<file path="src/rtl/seq_stream_ctrl_if.sv">
// Host-side bundle for seq_stream_ctrl: start/busy/done handshake, stream word and results.
// With SEQ_CTRL_HITVEC_EN defined, the per-index hit vector is carried as well.
interface seq_stream_ctrl_if #(
  parameter int WIDTH = 16,
  parameter int CNT_W = 5
);
  logic             start;
  logic [WIDTH-1:0] data_in;
  logic [CNT_W-1:0] len;
  logic             busy;
  logic             done;
  logic [CNT_W-1:0] hit_count;
  logic [CNT_W-1:0] first_hit;
  logic             hit_any;
`ifdef SEQ_CTRL_HITVEC_EN
  logic [WIDTH-1:0] hit_vec;

  modport master (
    output start, data_in, len,
    input  busy, done, hit_count, first_hit, hit_any, hit_vec
  );
  modport slave (
    input  start, data_in, len,
    output busy, done, hit_count, first_hit, hit_any, hit_vec
  );
`else
  modport master (
    output start, data_in, len,
    input  busy, done, hit_count, first_hit, hit_any
  );
  modport slave (
    input  start, data_in, len,
    output busy, done, hit_count, first_hit, hit_any
  );
`endif
endinterface

</file>
<file path="src/rtl/seq_stream_ctrl.sv">
// Streams a loaded word MSB-first into a serial sequence detector and tallies its hits.
// Optional SEQ_CTRL_HITVEC_EN adds a per-stream-index hit vector output.
module seq_stream_ctrl #(
  parameter int WIDTH = 16,
  parameter int CNT_W = 5
) (
  input  logic             clock,
  input  logic             reset,
  seq_stream_ctrl_if.slave host,
  output logic             det_clr,
  output logic             det_en,
  output logic             det_x,
  input  logic             det_y
);
  typedef enum logic [1:0] {IDLE, CLR, SHIFT, DONE} state_t;

  localparam logic [CNT_W-1:0] WIDTH_C = CNT_W'(WIDTH);

  state_t           state_reg, state_next;
  logic [WIDTH-1:0] shift_reg;
  logic [CNT_W-1:0] idx_reg;
  logic [CNT_W-1:0] eff_len_reg;
  logic [CNT_W-1:0] hit_count_reg;
  logic [CNT_W-1:0] first_hit_reg;
  logic             hit_any_reg;
  logic [CNT_W-1:0] len_eff;
  logic             accept;
  logic             last_bit;
  logic             hit;
  logic             busy;
  logic             done;

  assign accept   = (state_reg == IDLE) && host.start;
  assign last_bit = (idx_reg == eff_len_reg - CNT_W'(1));
  assign hit      = (state_reg == SHIFT) && det_y;
  // A zero or oversized length means "stream the whole word".
  assign len_eff  = (host.len == '0 || host.len > WIDTH_C) ? WIDTH_C : host.len;

  always_ff @(posedge clock) begin
    if (reset) state_reg <= IDLE;
    else       state_reg <= state_next;
  end

  always_comb begin
    state_next = state_reg;
    busy       = 1'b0;
    done       = 1'b0;
    det_clr    = 1'b0;
    det_en     = 1'b0;
    det_x      = 1'b0;
    case (state_reg)
      IDLE: begin
        if (host.start) state_next = CLR;
      end
      CLR: begin
        busy       = 1'b1;
        det_clr    = 1'b1;
        state_next = SHIFT;
      end
      SHIFT: begin
        busy   = 1'b1;
        det_en = 1'b1;
        det_x  = shift_reg[WIDTH-1];
        if (last_bit) state_next = DONE;
      end
      DONE: begin
        done       = 1'b1;
        state_next = IDLE;
      end
      default: state_next = IDLE;
    endcase
  end

  always_ff @(posedge clock) begin
    if (reset) begin
      shift_reg     <= '0;
      idx_reg       <= '0;
      eff_len_reg   <= '0;
      hit_count_reg <= '0;
      first_hit_reg <= '0;
      hit_any_reg   <= 1'b0;
    end else if (accept) begin
      shift_reg     <= host.data_in;
      idx_reg       <= '0;
      eff_len_reg   <= len_eff;
      hit_count_reg <= '0;
      first_hit_reg <= '0;
      hit_any_reg   <= 1'b0;
    end else if (state_reg == SHIFT) begin
      shift_reg <= {shift_reg[WIDTH-2:0], 1'b0};
      idx_reg   <= idx_reg + CNT_W'(1);
      if (det_y) begin
        if (hit_count_reg != '1) hit_count_reg <= hit_count_reg + CNT_W'(1);
        if (!hit_any_reg) begin
          first_hit_reg <= idx_reg;
          hit_any_reg   <= 1'b1;
        end
      end
    end
  end

  assign host.busy      = busy;
  assign host.done      = done;
  assign host.hit_count = hit_count_reg;
  assign host.first_hit = first_hit_reg;
  assign host.hit_any   = hit_any_reg;

`ifdef SEQ_CTRL_HITVEC_EN
  logic [WIDTH-1:0] hit_vec_reg;
  logic [WIDTH-1:0] hit_set;

  genvar gi;
  generate
    for (gi = 0; gi < WIDTH; gi++) begin : g_hit_set
      assign hit_set[gi] = hit && (idx_reg == CNT_W'(gi));
    end
  endgenerate

  always_ff @(posedge clock) begin
    if (reset || accept) hit_vec_reg <= '0;
    else                 hit_vec_reg <= hit_vec_reg | hit_set;
  end

  assign host.hit_vec = hit_vec_reg;
`endif
endmodule

</file>
<file path="src/flat_wrapper.sv">
// flat-port wrapper written by rule: the top's interface ports become plain ports
module seq_stream_ctrl_flat 
#(
  parameter int WIDTH = 16,
  parameter int CNT_W = 5
)
  (clock, reset, det_clr, det_en, det_x, det_y, host_start, host_data_in, host_len, host_busy, host_done, host_hit_count, host_first_hit, host_hit_any);
  seq_stream_ctrl_if #(.WIDTH(WIDTH), .CNT_W(CNT_W)) host_i ();
  input  logic clock;
  input  logic reset;
  output logic det_clr;
  output logic det_en;
  output logic det_x;
  input  logic det_y;
  input wire logic [$bits(host_i.start)-1:0] host_start;
  input wire logic [$bits(host_i.data_in)-1:0] host_data_in;
  input wire logic [$bits(host_i.len)-1:0] host_len;
  output wire logic [$bits(host_i.busy)-1:0] host_busy;
  output wire logic [$bits(host_i.done)-1:0] host_done;
  output wire logic [$bits(host_i.hit_count)-1:0] host_hit_count;
  output wire logic [$bits(host_i.first_hit)-1:0] host_first_hit;
  output wire logic [$bits(host_i.hit_any)-1:0] host_hit_any;
  assign host_i.start = host_start;
  assign host_i.data_in = host_data_in;
  assign host_i.len = host_len;
  assign host_busy = host_i.busy;
  assign host_done = host_i.done;
  assign host_hit_count = host_i.hit_count;
  assign host_first_hit = host_i.first_hit;
  assign host_hit_any = host_i.hit_any;
  seq_stream_ctrl #(.WIDTH(WIDTH), .CNT_W(CNT_W)) u_core (.clock(clock), .reset(reset), .host(host_i), .det_clr(det_clr), .det_en(det_en), .det_x(det_x), .det_y(det_y));
endmodule
</file>
<file path="config.mk">
export PLATFORM = sky130hd
export DESIGN_NAME = seq_stream_ctrl_flat
export DESIGN_NICKNAME = d
export VERILOG_FILES = /design/src/rtl/seq_stream_ctrl_if.sv /design/src/rtl/seq_stream_ctrl.sv /design/src/flat_wrapper.sv
export SDC_FILE = /design/constraint.sdc
export NUM_CORES = 1
export LEC_CHECK = 0
export CELL_PAD_IN_SITES_DETAIL_PLACEMENT = 1
export CELL_PAD_IN_SITES_GLOBAL_PLACEMENT = 1
export CORE_ASPECT_RATIO = 1.5
export CORE_UTILIZATION = 38
export DETAILED_ROUTE_END_ITERATION = 6
export PLACE_DENSITY = 0.88
export SLEW_MARGIN = 20
export SYNTH_ARGS = -nofsm -noshare
export SYNTH_HDL_FRONTEND = slang
export SYNTH_SLANG_ARGS = --single-unit
export TNS_END_PERCENT = 50
</file>
<file path="constraint.sdc">
create_clock -name clock -period 1.9 [get_ports clock]
set_clock_uncertainty 0.15 [all_clocks]
set_input_delay 0.38 -clock clock [delete_from_list [all_inputs] [get_ports clock]]
set_output_delay 0.38 -clock clock [all_outputs]
set_load 0.05 [all_outputs]
</file>
==> results of run 1 <==
path summary, 6_finish.rpt:
kind                            start                        to  slack [ps]  cells past startpoint
max                       host_len[3]     u_core.eff_len_reg[3]          50                      6
min               u_core.host.hit_any       u_core.host.hit_any         350                      2
max reg2reg  u_core.host.hit_count[0]  u_core.host.hit_count[3]         110                      7
min reg2reg       u_core.host.hit_any       u_core.host.hit_any         350                      2
synth_stat cells, types with 2 or more instances:
master,instances
dfxtp_1,39
nor2_1,38
mux2i_1,24
a211oi_1,16
ha_1,10
xor2_1,8
a21oi_1,7
xnor2_1,7
clkbuf_1,5
inv_1,5
nor3b_1,5
buf_2,3
nand2_1,3
nand2b_1,3
nand4_1,3
buf_4,2
nand3b_1,2
nor3_1,2
logic make-up after synthesis:
| group | synth area share [%] |
|---|---|
| AO/OA/AOI/OAI | 9.295 |
| XOR/XNOR | 7.124 |
| adder cells (fa/ha/maj) | 6.784 |
| buffers and inverters | 4.952 |
| flip-flops | 42.33 |
| multiplexers | 13.03 |
| AND/OR/NAND/NOR | 16.49 |
stage by stage:
step	power, uW	cell area (um^2)	setup TNS, ps	std cells
5_1_grt	3034	2530	0	301
3_5_place_dp	2157	2374	-1087	293
2_1_floorplan	1770	1851	-54.88	193
3_3_place_gp	2114	2374	-791.6	293
4_1_cts	2893	2524	0	301
6_report	2875	2530	0	301
final cells by class:
cell class / instances / share of cell area [%]
multi-input cells: 136 / 40.06
flip-flops and latches: 39 / 31.01
repair buffers: 49 / 20.38
clock buffers: 6 / 3.264
well taps: 64 / 3.165
clock inverters: 2 / 1.385
inverters: 5 / 0.7418
cell usage in the layout (no fill, tap or decap), drive strengths merged, types with 5 or more instances in the layout:
cell           netlist  layout
mux2i               24      24
dfxtp               39      39
nor3b                5       5
nor2                38      38
clkbuf               6       6
clkdlybuf4s50        0      24
xnor2                7       7
a21oi                7       7
inv                  5       5
xor2                 8       8
ha                  10      10
a211oi              16      16
buf                  7      25
where the power goes:
part,switching (uW),internal (uW)
clock network,293,425
registers,110,971
logic,566,511
routing by layer:
metal	wire length [um]	part of all wire, %	GRT usage, %	up-vias
li1	-	-	-	745
met1	1673	40	18.17	696
met2	2304	55	34.40	33
met3	157	3.7	4.903	5
met4	70	1.7	8.442	0
met5	0	0	0	-
worst reg2reg max path: stages, from the launching register on:
cell	delay, ps
dfxtp_2	340
ha_1	200
and3_1	190
ha_1	170
and3b_2	300
nand4_1	130
xor2_1	160
nor2_1	50
what timing repair did:
item                       4_1_cts  5_1_grt
setup endpoints to repair        5        8
setup buffers                    0        0
hold endpoints to repair         0        0
resized for setup                4        4
==> flow_summary.yaml, run 1 <==
sta:
  whs_ps: 347.0
  hold_violations: 0
  finalSetupViolations: 0
  timing_max_transition_violations_final: 0
  timing.slew.headroom_pct: 78.41
  tightest_slew_ps: 322.8
  period_minus_slack_ps: 1854
  finalWorstSetupSlack_ps: 45.76
  final.period_utilization_pct: 97.59
  grt_setup_unrepaired: "no"
  maxClockFrequency_mhz: 539.3
critical_path:
  required_arrival_time_at_the_worst_endpoint_ps: 1980
  largest_driver_fanout_on_the_critical_path: 3
  timing.critical_path.buf_inv: 1
  cell_by_cell_trace_of_the_critical_path: "clkdlybuf4s50_1 > or4_4 > ha_4 > nor3b_1 > a21oi_1 > nor2_1"
  critPathMaxStageDelay_ps: 550
  worstSetupPathType: "input port to flop"
  cp-start-kind: "input port"
  timing.critical_path.to_type: "flop"
  cpLargestDelayFamily: "simple AND/OR/NAND/NOR gates"
  max_stage_delay_cell_worst_path: "or4_4"
  critPathArrivalTime_ps: 1940
synthesis:
  synthArstFlopShare_pct: 0
  synthesis.area_um2: 1844
  yosysTopAreaCellShare_pct: 42.33
  synth-warning-count: 0
  postSynthNetCount: 228
  synth.top_cells.by_area: "dfxtp_1 (42%), mux2i_1 (13%), nor2_1 (7.7%)"
  synth_area_per_cell_um2: 9.556
  yosysTopAreaCell: "dfxtp_1"
  yosys.cell_types.count: 29
  synth-main-ff-cell: "dfxtp_1"
  synth_seq_cells: 39
  netlist_instances: 193
  synth-edff-count: 0
  synth.yosys.seq_area_share_pct: 42.33
global_route:
  antenna_violations_before_repair: 0
  globalRouteTotalUtil_pct: 18.36
  first_global_vias: 1558
  grt_first_pass_wirelength_mm: 6.996
  grt_overflow_total: 0
  pin_count_of_the_biggest_net_entering_global_routing: 24
detailed_routing:
  routed_via_density: 4.914
  drt_pre_antenna_iters: 4
  detail_route.wirelength_mm: 4.205
  drc_errors: 0
  initialDrtViolationCount: 27
  ant_nets: 0
  wl_per_cell_um: 13.97
  total_number_of_vias: 1479
final_layout:
  number_of_antenna_cells_inserted: 0
  max_reg_flops: 16
  postLayoutCoreUtil_pct: 55.25
  filler_cell_count: 516
  multi_input_area_um2: 1013
  post_route_cells_drive_above_1_share_pct: 19.41
  syn_to_final_growth_pct: 37.18
  ff_latch_area_um2: 784.5
  final_net_count: 271
floorplan:
  cell_row_count: 30
  boundaryPins: 41
  floorplan_core_area_um2: 4579
  die_height_um: 87.32
  horiz_die_dim_um: 58.88
  floorplan.die_area_um2: 5141
  initial_utilization_pct: 40.27
clocking:
  clock-root-buffer: "clkbuf_8"
  cts_made_buffers: 5
  cts_hold_repair.buffers: 0
  cts.reportedPaths.clkPinSlew_ps: 70
  clock_h_tree_levels: 2
  ctsLongestPathBuffers: 2
  cts.sink_count: 39
  clk_latency_ps: 290
  cts_tree: "built"
placement:
  worst_slack_after_detailed_placement_ps: -342.2
  io_buffers: 40
  weighted_congestion_reported_at_the_end_of_routability_driven_placement: 0.7528
  hpwlAfterDp_mm: 3.139
pwr:
  worst_vdd_rail_ir_drop_v: 0.0005324
  powerDensity_nw_per_um2: 1136
  p_leak_uw: 0.001004
hold_path:
  hold_class: "flop to flop"
run_status:
  status: "finished clean"
flow_run:
  cap_violations: 0
Power figures use the tool's default switching activity.
==> inputs of run 2 (changes only) <==
- CELL_PAD_IN_SITES_DETAIL_PLACEMENT: 1 -> unset
- CELL_PAD_IN_SITES_GLOBAL_PLACEMENT: 1 -> unset
- CORE_UTILIZATION: 38 -> 50
==> flow_summary.yaml, run 2 (synthesis gave the netlist of run 1 again) <==
sta:
  finalSetupViolations: 0
  finalWorstSetupSlack_ps: 76.08
  tightest_slew_ps: 319.3
  maxClockFrequency_mhz: 548.3
  final.period_utilization_pct: 96.00
  period_minus_slack_ps: 1824
  hold_violations: 0
  whs_ps: 346.0
  timing.slew.headroom_pct: 78.65
  grt_setup_unrepaired: "no"
  timing_max_transition_violations_final: 0
detailed_routing:
  ant_nets: 0
  total_number_of_vias: 1478
  routed_via_density: 5.317
  drc_errors: 0
  drt_pre_antenna_iters: 4
  wl_per_cell_um: 13.21
  detail_route.wirelength_mm: 3.671
  initialDrtViolationCount: 25
floorplan:
  initial_utilization_pct: 53.48
  die_height_um: 76.38
  horiz_die_dim_um: 51.59
  floorplan.die_area_um2: 3940
  floorplan_core_area_um2: 3448
  cell_row_count: 26
  boundaryPins: 41
critical_path:
  max_stage_delay_cell_worst_path: "or4_4"
  worstReg2RegStart: "u_core.host.hit_count[0]"
  worstSetupPathType: "input port to flop"
  required_arrival_time_at_the_worst_endpoint_ps: 1980
  cell_by_cell_trace_of_the_critical_path: "clkdlybuf4s50_1 > or4_4 > ha_4 > nor3b_1 > a21oi_1 > nor2_1"
  timing.critical_path.to_type: "flop"
  largest_driver_fanout_on_the_critical_path: 3
  timing.critical_path.buf_inv: 1
  cp-start-kind: "input port"
  cpLargestDelayFamily: "simple AND/OR/NAND/NOR gates"
  worst_r2r_endpoint: "u_core.host.hit_count[3]"
  critPathMaxStageDelay_ps: 550
  critPathArrivalTime_ps: 1910
  ff2ff_setup_slack_ps: 90
  r2r.worst_path.cells: 7
placement:
  io_buffers: 40
  worst_slack_after_detailed_placement_ps: -305.4
  weighted_congestion_reported_at_the_end_of_routability_driven_placement: 0.8175
  hpwlAfterDp_mm: 2.645
clocking:
  cts_tree: "built"
  clock_h_tree_levels: 2
  clk_latency_ps: 290
  cts.sink_count: 39
  cts_made_buffers: 5
  cts_hold_repair.buffers: 0
  clock-root-buffer: "clkbuf_8"
  cts.reportedPaths.clkPinSlew_ps: 70
  ctsLongestPathBuffers: 2
pwr:
  powerDensity_nw_per_um2: 1085
  p_leak_uw: 0.0009683
  sequentialPowerShare_pct: 41.0
  p_int_uw: 1712
  clock_power_share_pct: 20.2
  combinationalPowerShare_pct: 38.8
  power.share.switching_pct: 35.00
  net-switching-power_uw: 922.2
  worst_vdd_rail_ir_drop_v: 0.0008032
global_route:
  globalRouteTotalUtil_pct: 21.30
  first_global_vias: 1485
  grt_overflow_total: 0
  pin_count_of_the_biggest_net_entering_global_routing: 32
  grt_first_pass_wirelength_mm: 6.327
  antenna_violations_before_repair: 0
final_layout:
  number_of_antenna_cells_inserted: 0
  final_net_count: 270
  post_route_cells_drive_above_1_share_pct: 17.80
  layout.cells.most_common: "nor2_1"
  syn_to_final_growth_pct: 31.68
  max_reg_flops: 16
  mostFrequentLayoutCells: "nor2_1 (38), dfxtp_1 (36), mux2i_1 (24), clkdlybuf4s50_1 (24), buf_4 (19)"
hold_path:
  holdCritStartpoint: "u_core.host.hit_any"
  holdPathStages: 2
  hold_class: "flop to flop"
  timing.hold.worst_endpoint: "u_core.host.hit_any"
flow_run:
  cap_violations: 0
run_status:
  status: "finished clean"
[run 2: cell count changes in the layout (fill, tap and decap cells not counted)]
cell | before | now
bufinv_16 | 1 | 0
nor3b_2 | 2 | 1
clkbuf_8 | 6 | 5
clkbuf_1 | 0 | 2
nor3b_1 | 3 | 4
buf_4 | 18 | 19
buf_12 | 7 | 5
[run 2: worst max path at each step]
stage	start	endpoint	slack (ps)	depth (start not counted)
6_report	host_len[3]	u_core.eff_len_reg[3]	80	6
5_1_grt	u_core.host.hit_count[0]	u_core.host.hit_count[3]	5	7
4_1_cts	u_core.host.hit_count[0]	u_core.host.hit_count[3]	30	7
3_5_place_dp	host_len[3]	u_core.eff_len_reg[1]	-310	6
3_3_place_gp	host_len[3]	u_core.eff_len_reg[3]	-260	6
2_1_floorplan	u_core.state_reg[0]	det_x	-50	5
[run 2: timing repair]
action,4_1_cts,5_1_grt
resized for setup,3,4
endpoints found under the setup margin,3,11
setup buffers,0,0
cloned,0,0
[run 2: cell type report]
type,count,area (um^2)
sequential,39,784.5
clock buffer,7,76.32
multi-input combinational,136,1008
timing repair buffer,48,483.0
clock inverter,1,5.005
tap,42,52.55
fill,271,1020
inverter,5,18.77
[run 2: worst register-to-register path, delay by kind of cell, from the launching register on]
kind / cells / cell delay, ps
XOR/XNOR: 1 / 150
adder cells (fa/ha/maj): 2 / 380
flip-flops: 1 / 340
AND/OR/NAND/NOR: 4 / 670
[run 2: power by group through the flow]
stage	registers, uW	clock network, uW	logic (uW)
after global routing	1100	585	1120
after detailed placement	1090	0	1010
after global placement	1080	0	985
final	1080	533	1020
after CTS	1080	536	1030
after floorplan	1080	0	691
[run 2: per-stage QoR]
step                      power [uW]  cells  area [um^2]  utilization [%]  TNS, ps
final                           2635    278         2429            70.43        0
after global routing            2800    278         2429            70.43        0
after CTS                       2640    278         2422            70.25        0
after detailed placement        2098    270         2313            67.09   -942.1
after global placement          2069    270         2313            67.09   -775.1
after floorplan                 1770    193         1851                -   -54.88
[run 2: routing by layer]
layer	share of wire [%]	vias to the layer above	track usage [%]
met4	1.5	0	8.378
met2	53	38	37.27
met1	41	690	23.64
li1	-	744	-
met3	3.7	6	5.389
met5	0	-	0
